`config.mk`:
```
export PLATFORM = sky130hd
export DESIGN_NAME = fu_issue_arbiter_flat
export DESIGN_NICKNAME = d
export VERILOG_FILES = /design/src/rtl/fu_issue_arbiter_pkg.sv /design/src/rtl/fu_issue_arbiter_if.sv /design/src/rtl/fu_issue_arbiter_rr_arbiter.sv /design/src/rtl/fu_issue_arbiter.sv /design/src/flat_wrapper.sv
export SDC_FILE = /design/constraint.sdc
export NUM_CORES = 1
export LEC_CHECK = 0
export CAP_MARGIN = 20
export CORE_MARGIN = 2
export CORE_UTILIZATION = 35
export CTS_CLUSTER_DIAMETER = 50
export DETAILED_ROUTE_END_ITERATION = 7
export HOLD_SLACK_MARGIN = 0.15
export PLACE_DENSITY = 0.78
export SLEW_MARGIN = 20
export SYNTH_ARGS = -nofsm -noshare
export SYNTH_HDL_FRONTEND = slang
export SYNTH_SLANG_ARGS = --single-unit
export TNS_END_PERCENT = 100
```
`constraint.sdc`:
```
create_clock -name clk -period 6.3 [get_ports clk]
set_input_delay 0.63 -clock clk [delete_from_list [all_inputs] [get_ports clk]]
set_output_delay 0.63 -clock clk [all_outputs]
set_load 0.01 [all_outputs]
```
`src/rtl/fu_issue_arbiter_pkg.sv`:
```
// Shared types for the functional-unit issue arbiter: the reservation-station entry,
// the sequencer states and an index-width helper.
package fu_issue_arbiter_pkg;

  typedef struct packed {
    logic        valid;
    logic [3:0]  op;
    logic [31:0] src1;
    logic [31:0] src2;
    logic [4:0]  rob_tag;
  } reservation_station_t;

  typedef enum logic [1:0] {
    FuIdle,
    FuStart,
    FuWait
  } fu_arb_state_t;

  // Keeps one index bit even for a single requester.
  function automatic int unsigned idx_width(input int unsigned n);
    return (n > 1) ? $clog2(n) : 1;
  endfunction

endpackage

```
`src/rtl/fu_issue_arbiter_if.sv`:
```
// Station/FU side signals of the issue arbiter; slave is the arbiter, master is
// the surrounding pipeline (stations, FU and CDB flush).
interface fu_issue_arbiter_if #(
  parameter int unsigned NUM_REQ   = 3,
  parameter int unsigned CNT_WIDTH = 32
);
  import fu_issue_arbiter_pkg::*;

  logic                                flush;
  logic                 [NUM_REQ-1:0]  req_valid;
  reservation_station_t [NUM_REQ-1:0]  req_entry;
  logic                 [NUM_REQ-1:0]  grant;
  logic                                fu_start;
  reservation_station_t                fu_entry;
  logic                                fu_done;
  logic                                fu_busy;
  logic                                timeout_err;
  logic                 [CNT_WIDTH-1:0] grant_cnt;
  logic                 [CNT_WIDTH-1:0] stall_cnt;

  modport slave (
    input  flush, req_valid, req_entry, fu_done,
    output grant, fu_start, fu_entry, fu_busy, timeout_err, grant_cnt, stall_cnt
  );

  modport master (
    output flush, req_valid, req_entry, fu_done,
    input  grant, fu_start, fu_entry, fu_busy, timeout_err, grant_cnt, stall_cnt
  );

endinterface

```
`src/rtl/fu_issue_arbiter_rr_arbiter.sv`:
```
// Combinational round-robin picker: first set request at or after i_ptr, wrapping
// modulo N. Also intended for CDB arbitration.
module fu_issue_arbiter_rr_arbiter
  import fu_issue_arbiter_pkg::*;
#(
  parameter int unsigned N    = 3,
  parameter int unsigned IdxW = idx_width(N)
) (
  input  logic [N-1:0]    i_req,
  input  logic [IdxW-1:0] i_ptr,
  output logic [N-1:0]    o_gnt,
  output logic [IdxW-1:0] o_idx,
  output logic            o_any
);

  always_comb begin
    int unsigned     cand;
    logic [IdxW-1:0] c_idx;
    cand  = 0;
    c_idx = '0;
    o_gnt = '0;
    o_idx = '0;
    o_any = 1'b0;
    for (int unsigned k = 0; k < N; k++) begin
      cand = 32'(i_ptr) + k;
      if (cand >= N) cand = cand - N;
      c_idx = IdxW'(cand);
      if (!o_any && i_req[c_idx]) begin
        o_any        = 1'b1;
        o_gnt[c_idx] = 1'b1;
        o_idx        = c_idx;
      end
    end
  end

endmodule

```
`src/rtl/fu_issue_arbiter.sv`:
```
// Issues reservation-station entries to one shared non-pipelined FU in round-robin
// order and sequences the FU start/done handshake, with timeout and perf counters.
module fu_issue_arbiter
  import fu_issue_arbiter_pkg::*;
#(
  parameter int unsigned NUM_REQ   = 3,
  parameter int unsigned TIMEOUT   = 64,
  parameter int unsigned CNT_WIDTH = 32
) (
  input logic               clk,
  input logic               rst_n,
  fu_issue_arbiter_if.slave bus
);

  localparam int unsigned IdxW = idx_width(NUM_REQ);
  localparam int unsigned TmrW = $clog2(TIMEOUT + 1);
  localparam logic [TmrW-1:0] TmrMax = TmrW'(TIMEOUT - 1);
  localparam logic [IdxW-1:0] IdxLast = IdxW'(NUM_REQ - 1);

  fu_arb_state_t        r_state;
  fu_arb_state_t        w_state_next;
  logic [IdxW-1:0]      r_rr_ptr;
  logic [TmrW-1:0]      r_timer;
  reservation_station_t r_fu_entry;
  logic                 r_timeout_err;
  logic [CNT_WIDTH-1:0] r_grant_cnt;
  logic [CNT_WIDTH-1:0] r_stall_cnt;

  logic [NUM_REQ-1:0]   w_arb_gnt;
  logic [IdxW-1:0]      w_arb_idx;
  logic                 w_arb_any;
  logic                 w_grant_ok;
  logic                 w_do_grant;
  logic                 w_wait_tick;
  logic                 w_stall;
  logic [IdxW-1:0]      w_ptr_next;
  logic [TmrW-1:0]      w_timer_inc;

  fu_issue_arbiter_rr_arbiter #(
    .N    (NUM_REQ),
    .IdxW (IdxW)
  ) u_rr (
    .i_req (bus.req_valid),
    .i_ptr (r_rr_ptr),
    .o_gnt (w_arb_gnt),
    .o_idx (w_arb_idx),
    .o_any (w_arb_any)
  );

  // A slot frees up when idle, or when the outstanding op completes this cycle.
  assign w_grant_ok  = rst_n && !bus.flush && ((r_state == FuIdle) || bus.fu_done);
  assign w_do_grant  = w_grant_ok && w_arb_any;
  assign w_wait_tick = (r_state == FuWait) && !bus.fu_done && !bus.flush;
  assign w_stall     = rst_n && !bus.flush && (|bus.req_valid) && !w_do_grant;
  assign w_ptr_next  = (w_arb_idx == IdxLast) ? '0 : w_arb_idx + 1'b1;
  assign w_timer_inc = r_timer + 1'b1;

  always_ff @(posedge clk) begin
    if (!rst_n) r_state <= FuIdle;
    else        r_state <= w_state_next;
  end

  always_comb begin
    w_state_next = r_state;
    if (bus.flush) begin
      w_state_next = FuIdle;
    end else begin
      case (r_state)
        FuIdle:          if (w_do_grant) w_state_next = FuStart;
        FuStart, FuWait: begin
          if (bus.fu_done) w_state_next = w_do_grant ? FuStart : FuIdle;
          else             w_state_next = FuWait;
        end
        default:         w_state_next = FuIdle;
      endcase
    end
  end

  always_comb begin
    bus.grant    = w_do_grant ? w_arb_gnt : '0;
    bus.fu_start = (r_state == FuStart);
    bus.fu_busy  = (r_state != FuIdle) && !((r_state == FuWait) && bus.fu_done);
  end

  always_ff @(posedge clk) begin
    if (!rst_n) begin
      r_rr_ptr      <= '0;
      r_timer       <= '0;
      r_fu_entry    <= '0;
      r_timeout_err <= 1'b0;
      r_grant_cnt   <= '0;
      r_stall_cnt   <= '0;
    end else begin
      if (bus.flush) begin
        r_fu_entry.valid <= 1'b0;
      end else if (w_do_grant) begin
        r_fu_entry <= bus.req_entry[w_arb_idx];
        r_rr_ptr   <= w_ptr_next;
        r_timer    <= '0;
      end else if (w_wait_tick && (r_timer != TmrMax)) begin
        r_timer <= w_timer_inc;
      end
      if (w_wait_tick && (w_timer_inc == TmrMax)) r_timeout_err <= 1'b1;
      if (w_do_grant && (r_grant_cnt != '1)) r_grant_cnt <= r_grant_cnt + 1'b1;
      if (w_stall && (r_stall_cnt != '1))    r_stall_cnt <= r_stall_cnt + 1'b1;
    end
  end

  assign bus.fu_entry    = r_fu_entry;
  assign bus.timeout_err = r_timeout_err;
  assign bus.grant_cnt   = r_grant_cnt;
  assign bus.stall_cnt   = r_stall_cnt;

endmodule
```
`src/flat_wrapper.sv`:
```
// flat-port wrapper written by rule: the top's interface ports become plain ports
module fu_issue_arbiter_flat import fu_issue_arbiter_pkg::*;
#(
  parameter int unsigned NUM_REQ   = 3,
  parameter int unsigned TIMEOUT   = 64,
  parameter int unsigned CNT_WIDTH = 32
)
  (clk, rst_n, bus_flush, bus_req_valid, bus_req_entry, bus_fu_done, bus_grant, bus_fu_start, bus_fu_entry, bus_fu_busy, bus_timeout_err, bus_grant_cnt, bus_stall_cnt);
  fu_issue_arbiter_if #(.NUM_REQ(NUM_REQ), .CNT_WIDTH(CNT_WIDTH)) bus_i ();
  input logic clk;
  input logic rst_n;
  input wire logic [$bits(bus_i.flush)-1:0] bus_flush;
  input wire logic [$bits(bus_i.req_valid)-1:0] bus_req_valid;
  input wire logic [$bits(bus_i.req_entry)-1:0] bus_req_entry;
  input wire logic [$bits(bus_i.fu_done)-1:0] bus_fu_done;
  output wire logic [$bits(bus_i.grant)-1:0] bus_grant;
  output wire logic [$bits(bus_i.fu_start)-1:0] bus_fu_start;
  output wire logic [$bits(bus_i.fu_entry)-1:0] bus_fu_entry;
  output wire logic [$bits(bus_i.fu_busy)-1:0] bus_fu_busy;
  output wire logic [$bits(bus_i.timeout_err)-1:0] bus_timeout_err;
  output wire logic [$bits(bus_i.grant_cnt)-1:0] bus_grant_cnt;
  output wire logic [$bits(bus_i.stall_cnt)-1:0] bus_stall_cnt;
  assign bus_i.flush = bus_flush;
  assign bus_i.req_valid = bus_req_valid;
  assign bus_i.req_entry = bus_req_entry;
  assign bus_i.fu_done = bus_fu_done;
  assign bus_grant = bus_i.grant;
  assign bus_fu_start = bus_i.fu_start;
  assign bus_fu_entry = bus_i.fu_entry;
  assign bus_fu_busy = bus_i.fu_busy;
  assign bus_timeout_err = bus_i.timeout_err;
  assign bus_grant_cnt = bus_i.grant_cnt;
  assign bus_stall_cnt = bus_i.stall_cnt;
  fu_issue_arbiter #(.NUM_REQ(NUM_REQ), .TIMEOUT(TIMEOUT), .CNT_WIDTH(CNT_WIDTH)) u_core (.clk(clk), .rst_n(rst_n), .bus(bus_i));
endmodule
```
==> impl_metrics.toml, run 1 <==
[critical_path]
path_cells = "inv_1, ha_1, mux2i_1, o22ai_1, o31ai_4, nor3_1, clkdlybuf4s50_1"
worst_path_max_delay_cell = "o31ai_4"
end_kind = "primary output"
max_stage_delay_ns = 0.74
path_max_fanout = 20
startpoint_type = "register"
crit_required_ns = 5.67
path_class = "register to primary output"
arrival_ns = 3.47

[clock_tree]
cts_tree = "built"
postCtsSetupBuffers = 0
clock-sinks = 150
cts_max_path_buffers = 2
cts_made_buffers = 17
cts.htree.levels = 4
hold_buffers = 0
clock_latency_ns = 0.42
cts-root-buf = "clkbuf_16"
post_cts_resized = 0
clk_pin_slew_worst_paths_ns = 0.06

[route]
route.detailed.drc = 0
drtIter0Drc = 638
vias_per_cell = 5.63
firstDrtPassIters = 5
vias = 8576
ant_nets = 0
wl_per_cell_um = 19.6
routed_wirelength_mm = 29.9

[power_and_ir_drop]
p_per_area_nw_per_um2 = 236
power.total_mw = 2.84
leakage_nw = 4.13
ir_worst_vdd_mv = 0.148

[timing]
tightest_slew_ns = 0.961
rsz0062_at_grt = "false"
fin_crit_sh_pct = 65.1
timing.final.ws_setup_ns = 2.20
skew_ns = 0.0149
hold_viol = 0
max_freq_mhz = 244
period_minus_slack_ns = 4.10
tns_ns = 0
setup_viol = 0
finalMaxSlewViolations = 0
maxSlewHeadroom_pct = 35.9

[global_routing]
track_usage_pct = 25.6
grt_start_max_net_pins = 99
grt_pass1_wl_mm = 45.2
antenna_found_initial = 7
grt_pass1_vias = 8043
gr-total-overflow = 0

[floorplan]
dieHeight_um = 150
die-area_um2 = 22600
ioPinCount = 373
std_cell_rows = 53
initial_core_util_pct = 35.6
core-area_um2 = 21000
die_w_um = 150

[cells_and_area]
final_core_util_pct = 57.2
drive_above_1_share_pct = 4.59
areaGrowthSynthToFinish_pct = 60.4
register_area_um2 = 3000
fin_area_um2 = 12000
multi_input_area_um2 = 4150
fill_cells = 1868
nets = 1471

[job]
maxCapViolations = 0

[synthesis]
ys_types = 63
synthTopCellsByArea = "dfxtp_1, a221oi_1, o21ai_0"
synth_area_um2 = 7490
synth.avg_cell_area_um2 = 8.34
ys_seq_area_share_pct = 40.1
synth_fp_nets = 1139
yosys.area.top_type = "dfxtp_1"
synth-warning-count = 0
synth_edf_count = 0
synth_ff_type = "dfxtp_1"
synth_seq_cells = 150
synth_top_area_share_pct = 40.1
synth_async_sr_flop_share_pct = 0
synthCells = 898

[placement]
post-place-ws_ns = 2.25
place_area_um2 = 11400
port_buffers = 372
gp_congestion = 0.887
hpwl_mm = 21.9

[min_path]
hp-class = "register to register"

[outcome]
status = "finished clean"
[through the flow]
step / hold slack, ns / std cells
finish: 0.464 / 1524
global route: 0.521 / 1522
CTS: 0.459 / 1518
detailed placement: 0.446 / 1486
global placement: 0.438 / 1485
floorplan: 0.429 / 898
[state kept, by name (all words and copies together), names as in the netlist]
name,flops
u_core.bus.fu_entry,74
u_core.bus.grant_cnt,32
u_core.bus.stall_cnt,32
u_core.bus.timeout_err,1
u_core.r_rr_ptr,2
u_core.r_state,2
u_core.r_timer,7
[final cells by class]
cell class,instances,share of cell area (%)
clock inverters,13,1.61
multi-input cells,665,34.6
repair buffers,380,31.6
well taps,275,2.86
diodes,6,0.125
flip-flops and latches,150,25.0
inverters,16,0.500
clock buffers,19,3.69
[synth_stat cells, drive strengths merged, types with 2 or more instances]
library cell,instances
a21oi,87
a211oi,3
nand4,23
buf,35
nor4,5
o21ai,90
clkbuf,32
o2bb2ai,19
nand2,96
o22a,2
and2,5
nand2b,5
and4,8
inv,15
nand3b,5
ha,12
xnor2,19
a221oi,74
dfxtp,150
nor3,17
or4,9
o41ai,4
or3,16
and3,13
mux2i,9
o211ai,6
nor2,50
xor2,11
o22ai,3
o311ai,5
o31ai,17
nand3,35
[cell usage in the layout, fill, tap and decap left out, drive strengths merged, types with 17 or more instances in the layout]
cell type	n
clkdlybuf4s50	371
dfxtp	150
nand2	96
o21ai	90
a21oi	87
a221oi	74
nor2	50
nand3	35
nand4	23
xnor2	19
o2bb2ai	19
clkbuf	19
inv	19
nor3	17
o31ai	17
[final timing paths]
check,startpoint,end,slack (ns),cells past startpoint
worst max-delay path,u_core.r_rr_ptr[0]$_SDFFE_PN0P_,bus_grant[0],2.20,7
worst min-delay path,u_core.r_timer[6]$_SDFFE_PN0P_,u_core.r_timer[6]$_SDFFE_PN0P_,0.46,2
worst min register to register,u_core.r_timer[6]$_SDFFE_PN0P_,u_core.r_timer[6]$_SDFFE_PN0P_,0.46,2
worst max register to register,u_core.r_rr_ptr[0]$_SDFFE_PN0P_,u_core.bus.fu_entry[73]$_SDFFE_PP0P_,2.37,9
[power breakdown]
group / internal (mW) / switching (mW) / leakage [nW] / total, mW
Combinational: 0.331 / 0.351 / 2.60 / 0.682
Sequential: 1.01 / 0.0339 / 1.22 / 1.04
Clock: 0.681 / 0.434 / 0.309 / 1.11
Total: 2.02 / 0.819 / 4.13 / 2.84
[kinds of logic (layout without fill, tap and decap cells)]
| family | after synthesis | count (layout) | share of synthesized area, % |
|---|---|---|---|
| adder cells (fa/ha/maj) | 12 | 12 | 2.00 |
| AND/OR/NAND/NOR | 290 | 290 | 19.4 |
| flip-flops | 150 | 150 | 40.1 |
| XOR/XNOR | 30 | 30 | 3.51 |
| AO/OA/AOI/OAI | 323 | 323 | 28.5 |
| multiplexers | 10 | 10 | 1.52 |
| other | 0 | 6 | 0 |
| buffers and inverters | 83 | 428 | 4.93 |
[worst max-delay path: cells and delay by family, from the launching register on]
| kind | cells | cell delay (ns) |
|---|---|---|
| fa+ha+maj | 1 | 0.49 |
| buf+inv | 2 | 0.61 |
| mux | 1 | 0.42 |
| flops | 1 | 0.38 |
| simple gates | 1 | 0.17 |
| compound gates | 2 | 0.97 |
[layer usage]
metal | part of all wire, % | global-route usage (%) | vias to the layer above
li1 | - | - | 4085
met1 | 40 | 31.1 | 4065
met2 | 48 | 41.2 | 368
met3 | 10 | 9.97 | 54
met4 | 2.6 | 9.10 | 4
met5 | 0.090 | 0 | -
(Power assumes the default switching activity.)
==> inputs of run 2 (changes only) <==
- clock period: 6.3 -> 3.8 ns (I/O delays scaled with it)
==> run 2 against run 1 <==
Against the previous run: sequential power increased by 66%; worst setup slack got worse by 1.8 ns; cell count increased by 0.33%; critical path type unchanged; largest cell class unchanged.
==> impl_metrics.toml, run 2 (synthesized netlist as in run 1, its figures left out) <==
[route]
firstDrtPassIters = 4
wl_per_cell_um = 19.8
vias_per_cell = 5.62
drtIter0Drc = 647
vias = 8593
route.detailed.drc = 0
routed_wirelength_mm = 30.3
ant_nets = 0

[timing]
maxSlewHeadroom_pct = 33.7
hold_viol = 0
skew_ns = 0.0165
fin_crit_sh_pct = 90.6
rsz0062_at_grt = "false"
setup_viol = 0
tns_ns = 0
tightest_slew_ns = 0.994
finalMaxSlewViolations = 0
max_freq_mhz = 290
period_minus_slack_ns = 3.44

[clock_tree]
cts_made_buffers = 17
cts-root-buf = "clkbuf_16"
cts_max_path_buffers = 2
post_cts_resized = 0
clk_pin_slew_worst_paths_ns = 0.06
hold_buffers = 0
clock-sinks = 150
cts_tree = "built"
postCtsSetupBuffers = 0
cts.htree.levels = 4
clock_latency_ns = 0.43

[cells_and_area]
nets = 1476
layout_commonest_cell = "clkdlybuf4s50_1"
final_core_util_pct = 56.9
register_area_um2 = 3000
layout_common_cells = "clkdlybuf4s50_1, dfxtp_1, nand2_1"
drive_above_1_share_pct = 4.81
fill_cells = 1854
fin_area_um2 = 12000
largest_reg_flops = 74
multi_input_area_um2 = 4150
areaGrowthSynthToFinish_pct = 59.8

[placement]
port_buffers = 372
gp_congestion = 0.891
place_area_um2 = 11400
hpwl_mm = 22.0

[critical_path]
cp-endpoint = "bus_grant[0]"
startpoint_type = "register"
path_class = "register to primary output"
end_kind = "primary output"
crit_required_ns = 3.42
reg2reg_setup_slack_ns = 0.55
r2r_cells = 9
crit_start = "u_core.r_rr_ptr[0]$_SDFFE_PN0P_"
path_cells = "inv_1, ha_1, mux2i_1, o22ai_1, o31ai_4, nor3_1, clkdlybuf4s50_1"
r2r_end = "u_core.bus.fu_entry[38]$_SDFFE_PN0P_"
max_stage_delay_ns = 0.50
cp_top_family = "compound AO/OA/AOI/OAI gates"
worst_path_max_delay_cell = "clkdlybuf4s50_1"
path_buf_inv = 2
path_depth = 7
reg2reg_from = "u_core.r_rr_ptr[0]$_SDFFE_PN0P_"
arrival_ns = 3.06
path_max_fanout = 11

[global_routing]
track_usage_pct = 25.6
antenna_found_initial = 7
grt_start_max_net_pins = 98
gr-total-overflow = 0
grt_pass1_wl_mm = 45.0
grt_pass1_vias = 8101

[floorplan]
initial_core_util_pct = 35.6
dieHeight_um = 150
die-area_um2 = 22600
ioPinCount = 373
die_w_um = 150
std_cell_rows = 53
core-area_um2 = 21000

[min_path]
worstHoldStart = "rst_n"
hp-class = "input pin to register"

[power_and_ir_drop]
ir_worst_vdd_mv = 0.252
power.total_mw = 4.49
leakage_nw = 4.10
p_per_area_nw_per_um2 = 375

[outcome]
status = "finished clean"

[job]
maxCapViolations = 0
[run 2: metrics by stage]
step	setup slack, ns	std cells	hold slack, ns
finish	0.356	1529	0.350
detailed placement	0.592	1491	0.445
CTS	0.371	1522	0.339
global route	0.210	1528	0.368
floorplan	1.37	898	0.429
global placement	0.616	1491	0.440
[run 2: layout make-up]
cell class / count / share of cell area, %
tap: 275 / 2.87
antenna: 7 / 0.146
multi-input combinational: 665 / 34.7
clock buffer: 20 / 3.73
inverter: 16 / 0.502
sequential: 150 / 25.1
clock inverter: 11 / 0.847
timing repair buffer: 385 / 32.1
[run 2: worst min path at each step]
| stage | slack (ns) | endpoint | cells past startpoint |
|---|---|---|---|
| after CTS | 0.34 | u_core.r_state[0]$_SDFFE_PP0P_ | 3 |
| after global routing | 0.37 | u_core.r_state[0]$_SDFFE_PP0P_ | 3 |
| final | 0.35 | u_core.r_state[0]$_SDFFE_PP0P_ | 3 |
| after global placement | 0.44 | u_core.r_timer[6]$_SDFFE_PN0P_ | 2 |
| after detailed placement | 0.45 | u_core.r_timer[6]$_SDFFE_PN0P_ | 2 |
| after floorplan | 0.43 | u_core.r_timer[6]$_SDFFE_PN0P_ | 2 |
[run 2: routing by layer]
layer / global-route usage [%] / wire length, µm / up-vias
li1: - / - / 4093
met1: 31.3 / 11800 / 4061
met2: 40.7 / 14600 / 394
met3: 10.2 / 3260 / 43
met4: 9.29 / 688 / 2
met5: 0 / 13 / -
[run 2: report_power, final]
part	internal [mW]	leakage (nW)	switching, mW
combinational	0.557	2.62	0.583
clock	0.916	0.259	0.696
sequential	1.67	1.22	0.0613
total	3.15	4.10	1.34
[run 2: worst min-delay path, cell delays in order]
cell	delay, ns
buf_4	0.09
nand2b_1	0.13
nor2_1	0.12
